===== src/rtl/branch_resolve_queue_if.sv =====
// Predictor / resolution / BHT-update signal bundle around the branch resolve queue.
interface branch_resolve_queue_if #(
  parameter int unsigned PC_W = 9
);
  logic            pred_valid;
  logic [PC_W-1:0] pred_pc;
  logic            pred_taken;
  logic            pred_ready;
  logic            res_valid;
  logic            res_taken;
  logic            res_ready;
  logic            upd_valid;
  logic [PC_W-1:0] upd_pc;
  logic            upd_taken;
  logic            mispredict;
  logic            flush;

  // Fetch/execute side: presents predictions and resolutions, consumes updates.
  modport master (
    output pred_valid, pred_pc, pred_taken, res_valid, res_taken,
    input  pred_ready, res_ready, upd_valid, upd_pc, upd_taken, mispredict, flush
  );

  // Queue side.
  modport slave (
    input  pred_valid, pred_pc, pred_taken, res_valid, res_taken,
    output pred_ready, res_ready, upd_valid, upd_pc, upd_taken, mispredict, flush
  );
endinterface


===== src/rtl/branch_resolve_queue.sv =====
// In-order queue of predicted branches; trains the BHT on resolution and
// flushes wrong-path entries on a mispredict.
module branch_resolve_queue #(
  parameter int unsigned PC_W  = 9,
  parameter int unsigned DEPTH = 4,
  parameter int unsigned CNT_W = 16
) (
  input  logic                   clk,
  input  logic                   reset,
  branch_resolve_queue_if.slave  bus,
  output logic [CNT_W-1:0]       total_cnt,
  output logic [CNT_W-1:0]       correct_cnt
);

  localparam int unsigned PTR_W = $clog2(DEPTH);
  localparam int unsigned OCC_W = PTR_W + 1;

  typedef enum logic {RUN, FLUSH} state_t;

  state_t            state, state_n;
  logic [PC_W-1:0]   pc_mem   [DEPTH];
  logic              pred_mem [DEPTH];
  logic [PTR_W-1:0]  head, head_n, tail, tail_n;
  logic [OCC_W-1:0]  count, count_n;

  logic              pred_ready, pred_ready_n;
  logic              res_ready, res_ready_n;
  logic              flush, flush_n;
  logic              upd_valid, upd_taken, mispredict;
  logic [PC_W-1:0]   upd_pc;

  logic              do_enq, do_res, miss, wr_en;

  // Next-state: accept/pop in RUN, clear everything on a mispredict, one FLUSH cycle.
  always_comb begin
    state_n = state;
    head_n  = head;
    tail_n  = tail;
    count_n = count;
    do_enq  = 1'b0;
    do_res  = 1'b0;
    miss    = 1'b0;
    wr_en   = 1'b0;
    case (state)
      RUN: begin
        do_enq = bus.pred_valid && pred_ready;
        do_res = bus.res_valid && res_ready;
        miss   = do_res && (bus.res_taken != pred_mem[head]);
        if (miss) begin
          state_n = FLUSH;
          head_n  = '0;
          tail_n  = '0;
          count_n = '0;
        end else begin
          wr_en = do_enq;
          if (do_enq) tail_n = tail + PTR_W'(1);
          if (do_res) head_n = head + PTR_W'(1);
          count_n = count + OCC_W'(do_enq) - OCC_W'(do_res);
        end
      end
      FLUSH: state_n = RUN;
    endcase
    // Ready flags are registered from the next occupancy; a full queue never bypasses.
    pred_ready_n = (state_n == RUN) && (count_n < OCC_W'(DEPTH));
    res_ready_n  = (state_n == RUN) && (count_n != '0);
    flush_n      = (state_n == FLUSH);
  end

  // State, pointers, registered outputs and saturating statistics.
  always_ff @(posedge clk) begin
    if (reset) begin
      state       <= RUN;
      head        <= '0;
      tail        <= '0;
      count       <= '0;
      pred_ready  <= 1'b1;
      res_ready   <= 1'b0;
      flush       <= 1'b0;
      upd_valid   <= 1'b0;
      upd_pc      <= '0;
      upd_taken   <= 1'b0;
      mispredict  <= 1'b0;
      total_cnt   <= '0;
      correct_cnt <= '0;
    end else begin
      state      <= state_n;
      head       <= head_n;
      tail       <= tail_n;
      count      <= count_n;
      pred_ready <= pred_ready_n;
      res_ready  <= res_ready_n;
      flush      <= flush_n;
      upd_valid  <= do_res;
      mispredict <= miss;
      if (do_res) begin
        upd_pc    <= pc_mem[head];
        upd_taken <= bus.res_taken;
        if (total_cnt != '1) total_cnt <= total_cnt + CNT_W'(1);
        if (!miss && (correct_cnt != '1)) correct_cnt <= correct_cnt + CNT_W'(1);
      end
    end
  end

  // Entry storage; contents are don't-care until written.
  always_ff @(posedge clk) begin
    if (wr_en) begin
      pc_mem[tail]   <= bus.pred_pc;
      pred_mem[tail] <= bus.pred_taken;
    end
  end

  assign bus.pred_ready = pred_ready;
  assign bus.res_ready  = res_ready;
  assign bus.flush      = flush;
  assign bus.upd_valid  = upd_valid;
  assign bus.upd_pc     = upd_pc;
  assign bus.upd_taken  = upd_taken;
  assign bus.mispredict = mispredict;

endmodule


===== src/flat_wrapper.sv =====
// flat-port wrapper written by rule: the top's interface ports become plain ports
module branch_resolve_queue_flat 
#(
  parameter int unsigned PC_W  = 9,
  parameter int unsigned DEPTH = 4,
  parameter int unsigned CNT_W = 16
)
  (clk, reset, total_cnt, correct_cnt, bus_pred_valid, bus_pred_pc, bus_pred_taken, bus_res_valid, bus_res_taken, bus_pred_ready, bus_res_ready, bus_upd_valid, bus_upd_pc, bus_upd_taken, bus_mispredict, bus_flush);
  branch_resolve_queue_if #(.PC_W(PC_W)) bus_i ();
  input  logic clk;
  input  logic reset;
  output logic [CNT_W-1:0] total_cnt;
  output logic [CNT_W-1:0] correct_cnt;
  input wire logic [$bits(bus_i.pred_valid)-1:0] bus_pred_valid;
  input wire logic [$bits(bus_i.pred_pc)-1:0] bus_pred_pc;
  input wire logic [$bits(bus_i.pred_taken)-1:0] bus_pred_taken;
  input wire logic [$bits(bus_i.res_valid)-1:0] bus_res_valid;
  input wire logic [$bits(bus_i.res_taken)-1:0] bus_res_taken;
  output wire logic [$bits(bus_i.pred_ready)-1:0] bus_pred_ready;
  output wire logic [$bits(bus_i.res_ready)-1:0] bus_res_ready;
  output wire logic [$bits(bus_i.upd_valid)-1:0] bus_upd_valid;
  output wire logic [$bits(bus_i.upd_pc)-1:0] bus_upd_pc;
  output wire logic [$bits(bus_i.upd_taken)-1:0] bus_upd_taken;
  output wire logic [$bits(bus_i.mispredict)-1:0] bus_mispredict;
  output wire logic [$bits(bus_i.flush)-1:0] bus_flush;
  assign bus_i.pred_valid = bus_pred_valid;
  assign bus_i.pred_pc = bus_pred_pc;
  assign bus_i.pred_taken = bus_pred_taken;
  assign bus_i.res_valid = bus_res_valid;
  assign bus_i.res_taken = bus_res_taken;
  assign bus_pred_ready = bus_i.pred_ready;
  assign bus_res_ready = bus_i.res_ready;
  assign bus_upd_valid = bus_i.upd_valid;
  assign bus_upd_pc = bus_i.upd_pc;
  assign bus_upd_taken = bus_i.upd_taken;
  assign bus_mispredict = bus_i.mispredict;
  assign bus_flush = bus_i.flush;
  branch_resolve_queue #(.PC_W(PC_W), .DEPTH(DEPTH), .CNT_W(CNT_W)) u_core (.clk(clk), .reset(reset), .bus(bus_i), .total_cnt(total_cnt), .correct_cnt(correct_cnt));
endmodule

===== config.mk =====
export PLATFORM = sky130hd
export DESIGN_NAME = branch_resolve_queue_flat
export DESIGN_NICKNAME = d
export VERILOG_FILES = /design/src/rtl/branch_resolve_queue_if.sv /design/src/rtl/branch_resolve_queue.sv /design/src/flat_wrapper.sv
export SDC_FILE = /design/constraint.sdc
export NUM_CORES = 1
export LEC_CHECK = 0
export CORE_ASPECT_RATIO = 1.2
export CORE_MARGIN = 5
export CORE_UTILIZATION = 45
export DETAILED_ROUTE_END_ITERATION = 8
export PLACE_DENSITY = 0.72
export RECOVER_POWER = 50
export SYNTH_ARGS = -nofsm -noshare
export SYNTH_HDL_FRONTEND = slang
export SYNTH_SLANG_ARGS = --single-unit

===== constraint.sdc =====
create_clock -name clk -period 5.2 [get_ports clk]
set_input_delay 0.52 -clock clk [delete_from_list [all_inputs] [get_ports clk]]
set_output_delay 0.52 -clock clk [all_outputs]
set_load 0.1 [all_outputs]

* Yosys cells after proc, flatten, opt, wreduce, memory -nomap -nowiden
Memory sizes are Yosys's and may differ from the RTL's. A register that Yosys moved wholly into a read port is not among the register bits.
Index checks and enable logic that the tools add are counted.
** Cells by class
- Equality and inequality tests :: 3
- Multiplexer cells :: 16
- Bitwise operators :: 2
- Reduce and logical (&&, ||, !) cells :: 14
- $lt $le $gt $ge :: 1
- Add/sub/neg operators :: 6
** Operators by type and width (number)
- $add 16x1->16 const B :: 2
- $ne 16x16->1 const B :: 2
- $mux 2 :: 6
- $reduce_and 2->1 :: 4
- $mux 1 :: 7
- $logic_and 1x1->1 :: 6
- $mux 3 :: 2
- $add 2x1->2 const B :: 2
- $reduce_bool 2->1 :: 2
- $add 3x1->3 :: 1
- $lt 3x3->1 const B :: 1
- $reduce_bool 3->1 :: 1
- $sub 3x1->3 :: 1
- $not 1->1 :: 2
- $pmux 1 s2 :: 1
- $logic_not 1->1 :: 1
- $ne 1x1->1 :: 1
** Word-level totals
- Bits of input ports :: 15
- Flip-flop bits (word level) :: 45
- RAM bits :: 40
- Output and inout port bits :: 47
- Memories :: 2
** Memory list
- u_core.pc_mem :: depth 4, width 9, read ports 1, clocked after Yosys merged registers in 1, write ports 1, RTL line branch_resolve_queue.sv:21 : logic [PC_W-1:0] pc_mem [DEPTH];
- u_core.pred_mem :: depth 4, width 1, read ports 1, clocked after Yosys merged registers in 1, write ports 1, RTL line branch_resolve_queue.sv:22 : logic pred_mem [DEPTH];

* Depth between registers and ports, before layout
Gate-level depths: netlist of the first run.
- Depth in word-level cells :: 7
- Gate-level depth with buffers :: 9
- Mapped depth without buffers :: 9

* Worst setup path after synthesis of the first run
OpenSTA, ideal clock, no wires.
- Kind :: flip-flop to flip-flop
- From :: register u_core.res_ready, in the netlist u_core.bus.res_ready
- To :: register u_core.pred_ready, in the netlist u_core.bus.pred_ready
- Data arrival time :: 2.490 ns
- Data required time :: 5.086 ns
- Path buffers :: 0
- Cell stages (with the launch flop) :: 10
- Setup time :: 0.114 ns
- Setup slack :: 2.596 ns
- Cells stage by stage :: dfxtp_1 nand2_1 xnor2_1 ha_1 inv_1 fa_1 xnor2_1 nor2_1 xnor2_1 a21o_1
** On the way
- Word-level cells in the longest chain between the ends :: 6
** RTL lines
- start: declaration :: RTL line branch_resolve_queue.sv:27 : logic res_ready, res_ready_n;
- start signal: assignment :: RTL line branch_resolve_queue.sv:91 : res_ready <= res_ready_n;
- $logic_and 1x1->1 * :: RTL line branch_resolve_queue.sv:47 : do_res = bus.res_valid && res_ready;
- $sub 3x1->3 or $logic_and 1x1->1 (tied branches) :: RTL line branch_resolve_queue.sv:58, branch_resolve_queue.sv:48
- $mux 3 or $mux 1 (tied branches) :: RTL line branch_resolve_queue.sv:49 : if (miss) begin
- $mux 3 or $pmux 1 s2 (tied branches) :: RTL line branch_resolve_queue.sv:44 : case (state)
- $lt 3x3->1 or $not 1->1 (tied branches) :: RTL line branch_resolve_queue.sv:64 : pred_ready_n = (state_n == RUN) && (count_n < OCC_W'(DEPTH));
- $logic_and 1x1->1 * :: RTL line branch_resolve_queue.sv:64
- end signal: assignment :: RTL line branch_resolve_queue.sv:90 : pred_ready <= pred_ready_n;
- end: declaration :: RTL line branch_resolve_queue.sv:26 : logic pred_ready, pred_ready_n;
Mark *: on every way between the ends. The rest lies on a longest branch, timed or not.
A chain may end at the register's enable or synchronous reset.

==> results of run 1 <==
==> final cells by class <==
cell class	count	area [um^2]
Clock buffer	9	124
Fill cell	736	3710
Multi-Input combinational cell	228	1560
Inverter	8	30.0
Tap cell	117	146
Sequential cell	95	2300
Timing Repair Buffer	62	614
Clock inverter	7	76.3
==> cell usage in the layout, fill, tap and decap left out, types with 10 or more instances in the layout <==
| master | instances |
|---|---|
| mux4_2 | 10 |
| a21oi_1 | 26 |
| or3_1 | 11 |
| xnor2_1 | 18 |
| dfxtp_1 | 55 |
| clkdlybuf4s50_1 | 37 |
| nor2_1 | 35 |
| edfxtp_1 | 40 |
| nand2_1 | 34 |
| nand3_1 | 10 |
| o21ai_0 | 11 |
| dlygate4sd3_1 | 24 |
==> power by group <==
group          leakage (nW)  switching, W  internal (W)
Sequential            0.811     0.0000594      0.000861
Combinational         0.698      0.000381      0.000186
Clock                 0.102      0.000291      0.000190
==> metal layers <==
layer | track usage | up-vias
li1 | - | 1362
met1 | 0.191 | 1338
met2 | 0.264 | 77
met3 | 0.0282 | 11
met4 | 0.0636 | 0
met5 | 0 | -
==> synth_stat cells, types with 9 or more instances <==
cell / instances / area (um^2)
xnor2_1: 18 / 158
edfxtp_1: 40 / 1200
or3_1: 11 / 68.8
nand4_1: 9 / 56.3
nand3_1: 10 / 50.1
o21ai_0: 11 / 55.1
clkbuf_1: 10 / 37.5
nor2_1: 35 / 131
mux4_2: 10 / 225
dfxtp_1: 55 / 1100
nand2_1: 34 / 128
a21oi_1: 26 / 130
==> logic make-up after synthesis <==
| kind of cell | count (synthesis) | synth area share |
|---|---|---|
| AOI/OAI and AO/OA | 48 | 0.0738 |
| xor gates and xnor gates | 22 | 0.0535 |
| adders and majority gates | 8 | 0.0272 |
| buffers and inverters | 22 | 0.0222 |
| DFF | 95 | 0.582 |
| muxes | 17 | 0.0750 |
| and+or+nand+nor | 133 | 0.166 |
==> stage by stage <==
stage / utilization / hold WS (ns) / total power [W] / std cells / cell area, um^2
floorplan: - / 0.501 / 0.00138 / 345 / 3950
global placement: 0.544 / 0.447 / 0.00151 / 510 / 4660
detailed placement: 0.544 / 0.455 / 0.00152 / 510 / 4660
CTS: 0.567 / 0.471 / 0.00200 / 526 / 4860
global route: 0.566 / 0.499 / 0.00206 / 526 / 4850
finish: 0.566 / 0.464 / 0.00197 / 526 / 4850
==> registers in the layout, indices dropped and copies added, names as in the netlist, named ones only <==
| signal | cells |
|---|---|
| u_core.pred_mem | 4 |
| u_core.bus.pred_ready | 1 |
| u_core.count | 3 |
| u_core.bus.upd_pc | 9 |
| u_core.bus.res_ready | 1 |
| u_core.bus.upd_taken | 1 |
| u_core.pc_mem | 36 |
| u_core.head | 2 |
| u_core.correct_cnt | 16 |
| u_core.bus.mispredict | 1 |
| u_core.tail | 2 |
| u_core.bus.upd_valid | 1 |
| u_core.total_cnt | 16 |
==> final timing paths <==
path	start	end	slack (ns)
setup / recovery	reset	u_core.head[1]$_SDFFE_PP0P_	2.34
hold / removal	u_core.bus.upd_pc[4]$_SDFFE_PP0P_	u_core.bus.upd_pc[4]$_SDFFE_PP0P_	0.46
setup reg to reg	u_core.bus.mispredict$_SDFF_PP0_	u_core.correct_cnt[3]$_SDFFE_PP0P_	2.68
hold reg to reg	u_core.bus.upd_pc[4]$_SDFFE_PP0P_	u_core.bus.upd_pc[4]$_SDFFE_PP0P_	0.46
==> critical path, delay by kind of cell <==
family	cells	cell delay (ns)
buf+inv	2	2.06
simple gates	2	0.51
==> impl_metrics.tcl, run 1 <==
set metrics [dict create \
    status "completed" \
    synth-async-reset-ratio 0 \
    core_area_um2 8560 \
    syn_nets 368 \
    wl_met3_um 414 \
    layout.nets 427 \
    fin_crit_ns 2.86 \
    drt-total-wl_um 8090 \
    start_kind "input port" \
    max_freq_ghz 0.350 \
    dr.max_layer_used "met4" \
    netlist_instances 345 \
    dieArea_um2 10800 \
    ys_seq_elements 95 \
    io_pins 62 \
    slowest_delay_ns 1.09 \
    drtIter0Drc 97 \
    rsz0062_at_grt "no" \
    area_delta_synth_final_pct 22.7 \
    cts.clk_slew.worst_paths_ns 0.11 \
    cts_buffers 9 \
    post_cts_buffers 0 \
    peakVddDrop_mv 0.259 \
    dieHeight_um 113 \
    layout_setup_ws_ns 2.34 \
    grt_pass1_vias 2697 \
    cts_tree "built" \
    synth_edf_count 40 \
    relSlewSlack 0.0569 \
    leakagePower_nw 1.61 \
    grt.overflow.total 0 \
    setup_viol 0 \
    timing_max_transition_violations_final 0 \
    critPathMaxFanout 31 \
    slowest_stage "clkbuf_1" \
    hold_class "register to register" \
    initial_core_util 0.462 \
    place_ws_ns 2.28 \
    place_congestion 0.796 \
    die_x_um 95.6 \
    crit_required_ns 5.45 \
    timing.setup.tns_ns 0 \
    grt_pass1_wl_um 13100 \
    clk_latency_ns 0.38 \
    numClockSinks 95 \
    ys_types 42 \
    drc 0 \
    maxCapViolCount 0 \
    vias_per_cell 5.30 \
    num_rows 37 \
    wl_met2_um 4100 \
    drive_above_1_share 0.0733 \
    syn-cell-area_um2 3950 \
    clock_skew_ns 0.0161 \
    vias 2788 \
    worst_pin_slew_ns 1.41 \
    track_usage 0.155 \
    crit_path_end_kind "register" \
    synthFlopType "dfxtp_1" \
    avgSynthCellArea_um2 11.5 \
    wl_met1_um 3470 \
    hpwl_um 5670 \
    grt_max_degree 32 \
    cts_max_level 3 \
    cts.hold.buffers_added 0 \
    hold_violations 0 \
    path_cells "dlygate4sd3_1 -> clkbuf_1 -> nand2b_1 -> nor2_1" \
    diodes 0 \
    holdPathStages 2 \
    cts.repair.resized 0 \
    dr.pass1.iters 4 \
    yosys_warnings 0 \
    worst-setup-path-type "input port to register" \
    cts-root-buf "clkbuf_8" \
    port_buffers 61 \
    seq_area_frac_synth 0.582 \
    clockBufferDepth 2 \
    crit_arrival_ns 3.10 \
    reg2reg_depth 4 \
    ant_nets 0 \
    period_share 0.549 \
    powerDensity_nw_per_um2 406 \
    grt_antenna_before_repair 0 \
    routedWlPerCell_um 15.4 \
]
(Power assumes the default switching activity.)
==> run 2, diff against run 1 <==
- PLACE_DENSITY: 0.72 -> 0.74
- clock period: 5.2 -> 2.5 ns (I/O delays scaled with it)
==> impl_metrics.tcl, run 2 (synthesis gave the netlist of run 1 again) <==
set metrics [dict create \
    worst_pin_slew_ns 1.23 \
    io_pins 62 \
    dr.pass1.iters 4 \
    cts.clk_slew.worst_paths_ns 0.09 \
    mostFrequentLayoutCells "clkbuf_1, dfxtp_1, edfxtp_1" \
    post_cts_buffers 0 \
    relSlewSlack 0.183 \
    hold_class "register to register" \
    core_area_um2 8560 \
    fillers 775 \
    post-route-util 0.541 \
    timing.setup.tns_ns 0 \
    drive_above_1_share 0.115 \
    worst-setup-path-type "register to register" \
    port_buffers 61 \
    cts.hold.buffers_added 0 \
    track_usage 0.155 \
    drc 0 \
    diodes 0 \
    period_share 0.892 \
    drt-total-wl_um 8020 \
    maxCapViolCount 0 \
    fin_crit_ns 2.23 \
    hold_violations 0 \
    layout.nets 435 \
    status "completed" \
    clockBufferDepth 2 \
    critPathMaxFanout 10 \
    layout_setup_ws_ns 0.270 \
    max_freq_ghz 0.448 \
    vias_per_cell 5.33 \
    dieHeight_um 113 \
    crit_arrival_ns 2.28 \
    clk_latency_ns 0.35 \
    grt_antenna_before_repair 0 \
    grt.overflow.total 0 \
    crit_path_end_kind "register" \
    dieArea_um2 10800 \
    leakagePower_nw 1.52 \
    ant_nets 0 \
    cts_max_level 3 \
    drtIter0Drc 104 \
    timing_max_transition_violations_final 0 \
    start_kind "register" \
    place_congestion 0.768 \
    place_ws_ns 0.170 \
    grt_pass1_vias 2764 \
    area_delta_synth_final_pct 17.3 \
    ff_latch_area_um2 2310 \
    hpwl_um 5740 \
    largest_reg_flops 36 \
    cts.repair.resized 0 \
    vias 2844 \
    layout_commonest_cell "clkbuf_1" \
    largestRegisters "u_core.pc_mem: 36 flops, u_core.correct_cnt: 16 flops, u_core.total_cnt: 16 flops" \
    crit_required_ns 2.55 \
    cts_tree "built" \
    multi_input_area_um2 1560 \
    routedWlPerCell_um 15.0 \
    num_rows 37 \
    peakVddDrop_mv 0.446 \
    die_x_um 95.6 \
    regMostFlops "u_core.pc_mem" \
    grt_pass1_wl_um 13100 \
    rsz0062_at_grt "no" \
    timing.hold.ws_ns 0.465 \
    numClockSinks 95 \
    initial_core_util 0.462 \
    powerDensity_nw_per_um2 877 \
    grt_max_degree 24 \
    cts_buffers 9 \
    clock_skew_ns 0.00629 \
    setup_viol 0 \
    cts-root-buf "clkbuf_8" \
]
## run 2: cell types whose count changed in the layout (fill, tap and decap cells not counted), sizes merged
cell | previous run | this run
clkbuf | 10 | 56
clkdlybuf4s50 | 37 | 4
dlygate4sd3 | 24 | 10
buf | 0 | 10
clkinv | 4 | 2
bufinv | 0 | 1
clkinvlp | 0 | 1
inv | 11 | 10
## run 2: area by class of cell
cell class,count,share of cell area
Tap cell,117,0.0316
Clock buffer,10,0.0275
Sequential cell,95,0.499
Timing Repair Buffer,70,0.0836
Multi-Input combinational cell,228,0.337
Inverter,8,0.00648
Clock inverter,6,0.0148
## run 2: critical path, stage by stage (launching register included)
cell      delay [ns]
edfxtp_1        0.37
mux4_2          0.56
xnor2_4         0.28
nor2_1          0.11
nor2_1          0.24
and2_1          0.17
buf_4           0.21
## run 2: power by group
part / switching, W / internal [W]
Sequential: 0.000127 / 0.00179
Clock: 0.000531 / 0.000470
Combinational: 0.000789 / 0.000357
Total: 0.00145 / 0.00262
## run 2: path summary, 6_finish.rpt
| check | from | endpoint | slack [ns] | cells after the start |
|---|---|---|---|---|
| max | u_core.pred_mem[3]$_DFFE_PP_ | u_core.pc_mem[3][4]$_DFFE_PP_ | 0.27 | 6 |
| min | u_core.bus.upd_pc[3]$_SDFFE_PP0P_ | u_core.bus.upd_pc[3]$_SDFFE_PP0P_ | 0.47 | 2 |
| max reg2reg | u_core.pred_mem[3]$_DFFE_PP_ | u_core.pc_mem[3][4]$_DFFE_PP_ | 0.27 | 6 |
| min reg2reg | u_core.bus.upd_pc[3]$_SDFFE_PP0P_ | u_core.bus.upd_pc[3]$_SDFFE_PP0P_ | 0.47 | 2 |
## run 2: metal layers
metal	track usage	vias to the layer above	routed length, um
met1	0.191	1382	3470
met5	0	-	0
met2	0.265	70	4090
met4	0.0465	0	71
met3	0.0375	8	397
li1	-	1384	-
## run 2: through the flow
step           power, W  instances  instance area, um^2
5_1_grt         0.00428        534                 4640
2_1_floorplan   0.00287        345                 3960
6_report        0.00407        534                 4640
3_3_place_gp    0.00313        518                 4610
4_1_cts         0.00416        534                 4810
3_5_place_dp    0.00316        518                 4610
==> run 3, diff against run 2 <==
- CTS_CLUSTER_SIZE: unset -> 30
- GPL_ROUTABILITY_DRIVEN: unset -> 0
- SKIP_LAST_GASP: unset -> 1
==> results of run 3 <==
No change in the layout: final DEF, timing and power equal those of run 2.
